$ cat src/rtl/video_timing_pipe.sv
// Parametrised progressive video timing generator with programmable sync polarity
// and a fixed-depth delay line for the hs/vs/ad copies feeding the TMDS path.
module video_timing_pipe #(
    parameter int ACTIVE_H   = 1280,
    parameter int FP_H       = 110,
    parameter int SYNC_H     = 40,
    parameter int BP_H       = 220,
    parameter int ACTIVE_V   = 720,
    parameter int FP_V       = 5,
    parameter int SYNC_V     = 5,
    parameter int BP_V       = 20,
    parameter int FPS        = 60,
    parameter bit HS_POL     = 1'b1,
    parameter bit VS_POL     = 1'b1,
    parameter int PIPE_DELAY = 4,
    localparam int H_TOTAL   = ACTIVE_H + FP_H + SYNC_H + BP_H,
    localparam int V_TOTAL   = ACTIVE_V + FP_V + SYNC_V + BP_V,
    localparam int HW        = $clog2(H_TOTAL),
    localparam int VW        = $clog2(V_TOTAL),
    localparam int FW        = (FPS > 1) ? $clog2(FPS) : 1
) (
    input  logic          clk_pixel_in,
    input  logic          rst_in,
    output logic [HW-1:0] hcount_out,
    output logic [VW-1:0] vcount_out,
    output logic          hs_out,
    output logic          vs_out,
    output logic          ad_out,
    output logic          nf_out,
    output logic [FW-1:0] fc_out,
    output logic          hs_d_out,
    output logic          vs_d_out,
    output logic          ad_d_out
);
    generate
        if (ACTIVE_H < 1 || FP_H < 1 || SYNC_H < 1 || BP_H < 1 ||
            ACTIVE_V < 1 || FP_V < 1 || SYNC_V < 1 || BP_V < 1 ||
            FPS < 1 || PIPE_DELAY < 0 || PIPE_DELAY > 15) begin : g_bad_param
            $error("video_timing_pipe: illegal timing parameters");
        end
    endgenerate

    localparam logic [HW-1:0] H_LAST   = HW'(H_TOTAL - 1);
    localparam logic [VW-1:0] V_LAST   = VW'(V_TOTAL - 1);
    localparam logic [HW-1:0] H_ACT    = HW'(ACTIVE_H);
    localparam logic [VW-1:0] V_ACT    = VW'(ACTIVE_V);
    localparam logic [HW-1:0] HS_START = HW'(ACTIVE_H + FP_H);
    localparam logic [HW-1:0] HS_STOP  = HW'(ACTIVE_H + FP_H + SYNC_H);
    localparam logic [VW-1:0] VS_START = VW'(ACTIVE_V + FP_V);
    localparam logic [VW-1:0] VS_STOP  = VW'(ACTIVE_V + FP_V + SYNC_V);
    localparam logic [FW-1:0] FC_LAST  = FW'(FPS - 1);
    localparam logic [2:0]    TAP_IDLE = {1'b0, ~VS_POL, ~HS_POL};

    // r_run holds the raster at (0,0) for the first edge after reset release,
    // so pixel (0,0) is presented as active exactly once.
    logic          r_run;
    logic [HW-1:0] r_h;
    logic [VW-1:0] r_v;
    logic [FW-1:0] r_fc;
    logic          r_hs, r_vs, r_ad, r_nf;

    logic [HW-1:0] w_h_next;
    logic [VW-1:0] w_v_next;
    logic [FW-1:0] w_fc_next;
    logic          w_hs_next, w_vs_next, w_ad_next, w_nf_next;

    always_comb begin
        w_h_next = '0;
        w_v_next = '0;
        if (r_run) begin
            if (r_h == H_LAST) begin
                w_h_next = '0;
                w_v_next = (r_v == V_LAST) ? '0 : r_v + 1'b1;
            end else begin
                w_h_next = r_h + 1'b1;
                w_v_next = r_v;
            end
        end
        w_ad_next = (w_h_next < H_ACT) && (w_v_next < V_ACT);
        w_hs_next = (w_h_next >= HS_START && w_h_next < HS_STOP) ? HS_POL : ~HS_POL;
        w_vs_next = (w_v_next >= VS_START && w_v_next < VS_STOP) ? VS_POL : ~VS_POL;
        w_nf_next = (w_h_next == H_ACT) && (w_v_next == V_ACT);
        w_fc_next = r_fc;
        if (w_nf_next) begin
            w_fc_next = (r_fc == FC_LAST) ? '0 : r_fc + 1'b1;
        end
    end

    always_ff @(posedge clk_pixel_in) begin
        if (rst_in) begin
            r_run <= 1'b0;
            r_h   <= '0;
            r_v   <= '0;
            r_fc  <= '0;
            r_hs  <= ~HS_POL;
            r_vs  <= ~VS_POL;
            r_ad  <= 1'b0;
            r_nf  <= 1'b0;
        end else begin
            r_run <= 1'b1;
            r_h   <= w_h_next;
            r_v   <= w_v_next;
            r_fc  <= w_fc_next;
            r_hs  <= w_hs_next;
            r_vs  <= w_vs_next;
            r_ad  <= w_ad_next;
            r_nf  <= w_nf_next;
        end
    end

    assign hcount_out = r_h;
    assign vcount_out = r_v;
    assign fc_out     = r_fc;
    assign hs_out     = r_hs;
    assign vs_out     = r_vs;
    assign ad_out     = r_ad;
    assign nf_out     = r_nf;

    // Tap 0 is the live {ad,vs,hs}; tap N is that value N cycles ago.
    logic [PIPE_DELAY:0][2:0] w_tap;
    assign w_tap[0] = {r_ad, r_vs, r_hs};

    genvar gi;
    generate
        for (gi = 0; gi < PIPE_DELAY; gi++) begin : g_stage
            logic [2:0] r_q;
            always_ff @(posedge clk_pixel_in) begin
                if (rst_in) begin
                    r_q <= TAP_IDLE;
                end else begin
                    r_q <= w_tap[gi];
                end
            end
            assign w_tap[gi+1] = r_q;
        end
    endgenerate

    assign {ad_d_out, vs_d_out, hs_d_out} = w_tap[PIPE_DELAY];
endmodule

$ cat config.mk
export PLATFORM = sky130hd
export DESIGN_NAME = video_timing_pipe
export DESIGN_NICKNAME = d
export VERILOG_FILES = /design/src/rtl/video_timing_pipe.sv
export SDC_FILE = /design/constraint.sdc
export NUM_CORES = 1
export LEC_CHECK = 0
export ABC_AREA = 1
export ABC_CLOCK_PERIOD_IN_PS = 4800
export BUFFER_PORTS_ARGS = -buffer_cell sky130_fd_sc_hd__buf_2
export CORE_MARGIN = 5
export CORE_UTILIZATION = 40
export DETAILED_ROUTE_END_ITERATION = 8
export PLACE_DENSITY_LB_ADDON = 0.2
export SYNTH_ARGS = -nofsm -noshare
export SYNTH_HDL_FRONTEND = slang
export SYNTH_SLANG_ARGS = --single-unit
export TNS_END_PERCENT = 20
$ cat constraint.sdc
create_clock -name clk_pixel_in -period 4.8 [get_ports clk_pixel_in]
set_input_delay 0.48 -clock clk_pixel_in [delete_from_list [all_inputs] [get_ports clk_pixel_in]]
set_output_delay 0.48 -clock clk_pixel_in [all_outputs]
set_load 0.05 [all_outputs]
After elaboration in Yosys (flattened, before gate mapping)
Cells that the tools add are included.
W data, S select, Z words.
{ "totals": {"output_inout_bits": 34, "elab_cells": 39, "input_bits": 2, "ff_bits": 44} }
{ "op_classes": {"magnitude_cmp": 6, "n_eq_ne": 5, "n_reduce_logical": 4, "muxes": 9, "addsub": 3} }
{ "ops": {"columns": ["operator", "count"], "rows": [
  ["$mux W10", 3],
  ["$eq A11 B11 Y1 const B", 2],
  ["$lt A11 B11 Y1 const B", 2],
  ["$mux W11", 2],
  ["$eq A10 B10 Y1 const B", 2],
  ["$lt A10 B10 Y1 const B", 2],
  ["$add A11 B1 Y11 const B", 1],
  ["$ge A11 B11 Y1 const B", 1],
  ["$add A10 B1 Y10 const B", 1],
  ["$ge A10 B10 Y1 const B", 1],
  ["$add A6 B1 Y6 const B", 1],
  ["$eq A6 B6 Y1 const B", 1],
  ["$mux W6", 1],
  ["$logic_and A1 B1 Y1", 4],
  ["$mux W1", 3]
]} }

Logic depth before layout (Yosys ltp)
{ "logic_depth": {"ltp_word": 7, "ltp_mapped": 15, "mapped_depth_nobuf": 15} }

Least setup slack after synthesis
OpenSTA, ideal clock, no wires.
{ "synth_path": {"path_type": "register to register", "startpoint": "register r_h[0], in the netlist hcount_out[0]", "endpoint": "register r_fc[2], in the netlist fc_out[2]", "t_arrival_ns": 2.135, "path_buffers": 1, "synth_period_minus_slack_ns": 2.267, "setup_slack_ns": 2.533, "setup_time_ns": 0.132, "stages_incl_launch_ff": 12, "t_required_ns": 4.668, "cell_sequence": "dfxtp_1 > ha_1 > nand4_1 > nor2_4 > buf_6 > nand3_1 > nand3_2 > nand3_2 > nor2_2 > nand3_1 > nand2_1 > a21oi_1"} }
{ "synth_via": {"elab_chain_len": 5, "word_cells_on_any_way": 9, "cone_classes": "add/sub (1); eq/ne (3); mux (4); reduce/logical (1)"} }
{ "synth_rtl": {"columns": ["element", "line", "rtl"], "rows": [
  ["from (decl)", "57", "logic [HW-1:0] r_h;"],
  ["from (signal assigned)", "101", "r_h <= w_h_next;"],
  ["$add A11 B1 Y11 or $eq A11 B11 Y1 (tied branches)", "75, 71", null],
  ["$mux W11 or $mux W10 (tied branches)", "71", "if (r_h == H_LAST) begin"],
  ["$mux W11 or $mux W10 (tied branches)", "70", "if (r_run) begin"],
  ["$eq A11 B11 Y1 or $eq A10 B10 Y1 (tied branches)", "82", "w_nf_next = (w_h_next == H_ACT) && (w_v_next == V_ACT);"],
  ["$logic_and A1 B1 Y1 (*)", "82", null],
  ["to (signal assigned)", "103", "r_fc <= w_fc_next;"],
  ["to (decl)", "59", "logic [FW-1:0] r_fc;"]
]} }
Mark *: on every way between the ends. The rest lies on a longest branch, timed or not.
A chain may end at the register's enable or synchronous reset.

Final worst setup path
Ends and elaborated chain as after synthesis.

==> flow_metrics.tcl <==
set metrics [dict create \
    drv_slew 0 \
    max_freq_mhz 416.6 \
    syn_inst 386 \
    rsz0062_at_grt "no" \
    viasPerCell 4.804 \
    track_usage_pct 15.63 \
    routedWlPerCell_um 11.50 \
    dieArea_um2 7854 \
    clock_sinks 44 \
    grt_first_pass_wirelength_um 9742 \
    min_period_ns 2.400 \
    setup_ws_ns 2.400 \
    drive_gt1_share_pct 15.75 \
    synth_cell_type_count 25 \
    grt_overflow 0 \
    routed_wl_um 5683 \
    cts_made_buffers 5 \
    hold_path.class "register to register" \
    yosysWarnings 0 \
    gp_congestion 0.8664 \
    finalSetupViolations 0 \
    syn_area_per_cell_um2 6.405 \
    clk_pin_slew_ns 0.08 \
    ioPinCount 36 \
    cts_max_level 2 \
    layout_commonest_cell "nand2_1" \
    status "complete, no violations" \
    crit_type "register to register" \
    nets 425 \
    tns_ns 0 \
    layout_common_cells "nand2_1 (97), nor2_1 (70), inv_1 (58)" \
    relSlewSlack_pct 55.80 \
    grt_antenna_before_repair 0 \
    synthToLayoutAreaGrowth_pct 12.10 \
    ys_seq_area_share_pct 35.63 \
    cts_buffer_depth 2 \
    die_w_um 88.62 \
    postRouteAntennaNets 0 \
    netlist_area_um2 2472 \
    ir_drop_mv 0.1464 \
    die_y_um 88.62 \
    num_rows 28 \
    dr.first_iter.drc_count 127 \
    tightestPinTransition_ns 0.6630 \
    arrival_ns 2.55 \
    syn_nets 393 \
    timing.final.crit_share_pct 50.00 \
    drc_errors 0 \
    crit_required_ns 4.95 \
    fin_skew_ns 0.004147 \
    clock_latency_ns 0.29 \
    initial_utilization_pct 41.51 \
    cts_tree "done" \
    cp_max_fo 16 \
    cp-end-kind "register" \
    max_cap_violations 0 \
    pre_cts_slack_ns 2.458 \
    n_fill_cell 646 \
    coreArea_um2 5956 \
    hold_buffers 0 \
    cts_setup_buffers 0 \
    cts_root_buffer "clkbuf_8" \
    cellPowerDensity_nw_per_um2 229.7 \
    multi_input_area_um2 1295 \
    dp_hpwl_um 4391 \
    power_leakage_nw 1.330 \
    grt_pass1_vias 2085 \
    holdWs_ns 0.4033 \
    diodes 0 \
    synth_seq_cells 44 \
    vias 2373 \
    regArea_um2 880.8 \
    firstDrtPassIters 4 \
    grt_start_max_net_pins 36 \
    setup.worst_path.start_class "register" \
    hold_viol 0 \
    post_cts_resized 0 \
    port_buffers 35 \
]
## stage by stage
step | instance area [um2] | instances | power, mW | util (%)
after floorplan | 2472 | 386 | 0.4006 | -
after global placement | 2678 | 486 | 0.4071 | 44.96
after detailed placement | 2678 | 486 | 0.4071 | 44.96
after CTS | 2771 | 494 | 0.6485 | 46.53
after global routing | 2771 | 494 | 0.6665 | 46.53
final | 2771 | 494 | 0.6366 | 46.53
## final cells by class
class                   count  area share, %
flip-flops and latches     44          31.78
well taps                  75          3.386
multi-input cells         270          46.73
repair buffers             35          6.321
clock buffers               7          3.115
inverters                  62          8.397
clock inverters             1         0.2709
## per-layer routing
layer,vias to the layer above,share of wire [%],global-route usage (%)
met5,-,0,0
met4,0,1.1,4.396
met3,5,6.4,3.631
met2,54,42,22.40
met1,1050,50,23.24
li1,1264,-,-
## worst max-delay path: stages (launching register included)
cell     delay, ns
dfxtp_1       0.40
ha_1          0.20
nand4_1       0.16
nor2_4        0.36
nor2_2        0.16
nand2_1       0.10
nand2_1       0.05
nor2_1        0.22
nand2_1       0.10
nor2_2        0.18
nand3_1       0.17
nand2_1       0.09
a21oi_1       0.06
## cells in the mapped netlist
cell / count / area, um2
o211ai_1: 2 / 15.01
xor2_1: 3 / 26.28
inv_1: 58 / 217.7
or2_2: 1 / 6.260
o21ai_0: 7 / 35.03
nand2_2: 3 / 18.77
nor2_1: 70 / 262.8
a21oi_1: 8 / 40.04
a211oi_1: 1 / 7.510
clkbuf_1: 6 / 22.52
nand3b_1: 1 / 7.510
nor2_2: 5 / 31.28
ha_1: 5 / 62.56
dfxtp_1: 44 / 880.8
nand2_1: 97 / 364.1
buf_6: 3 / 33.78
nand4_2: 1 / 12.51
nand3_1: 37 / 185.2
nor2_4: 4 / 45.04
inv_2: 4 / 15.01
nand4_1: 14 / 87.58
nand3_2: 6 / 60.06
nor3_1: 4 / 20.02
o21bai_1: 1 / 7.510
buf_4: 1 / 7.510
## cells by family (layout without fill, tap and decap cells)
kind of cell	Yosys count	in the layout	synth area share (%)
flip-flops	44	44	35.63
adder cells (fa/ha/maj)	5	5	2.530
buffers and inverters	72	105	11.99
AO/OA/AOI/OAI	19	19	4.251
AND/OR/NAND/NOR	243	243	44.53
XOR/XNOR	3	3	1.063
## where the power goes
part           internal, mW  leakage [nW]  switching (mW)
Combinational       0.00625         0.930          0.0209
Sequential            0.367         0.356         0.00370
Clock                 0.117        0.0445           0.121
Total                 0.491          1.33           0.146
## flip-flops by register name, summed over array words and instances, names as in the netlist
register / flops
hcount_out: 11
fc_out: 6
hs_out: 1
r_run: 1
vs_out: 1
nf_out: 1
vcount_out: 10
g_stage.r_q: 12
ad_out: 1
## path summary, 6_finish.rpt
check	from	end	slack, ns	cells after the start
worst min register to register	g_stage[2].r_q[2]$_SDFF_PP0_	g_stage[3].r_q[2]$_SDFF_PP0_	0.40	2
worst max register to register	hcount_out[0]$_SDFF_PP0_	fc_out[2]$_SDFFE_PP0P_	2.40	12
worst min-delay path	g_stage[2].r_q[2]$_SDFF_PP0_	g_stage[3].r_q[2]$_SDFF_PP0_	0.40	2
worst max-delay path	hcount_out[0]$_SDFF_PP0_	fc_out[2]$_SDFFE_PP0P_	2.40	12
No activity file was read; power rests on OpenSTA's default activity.
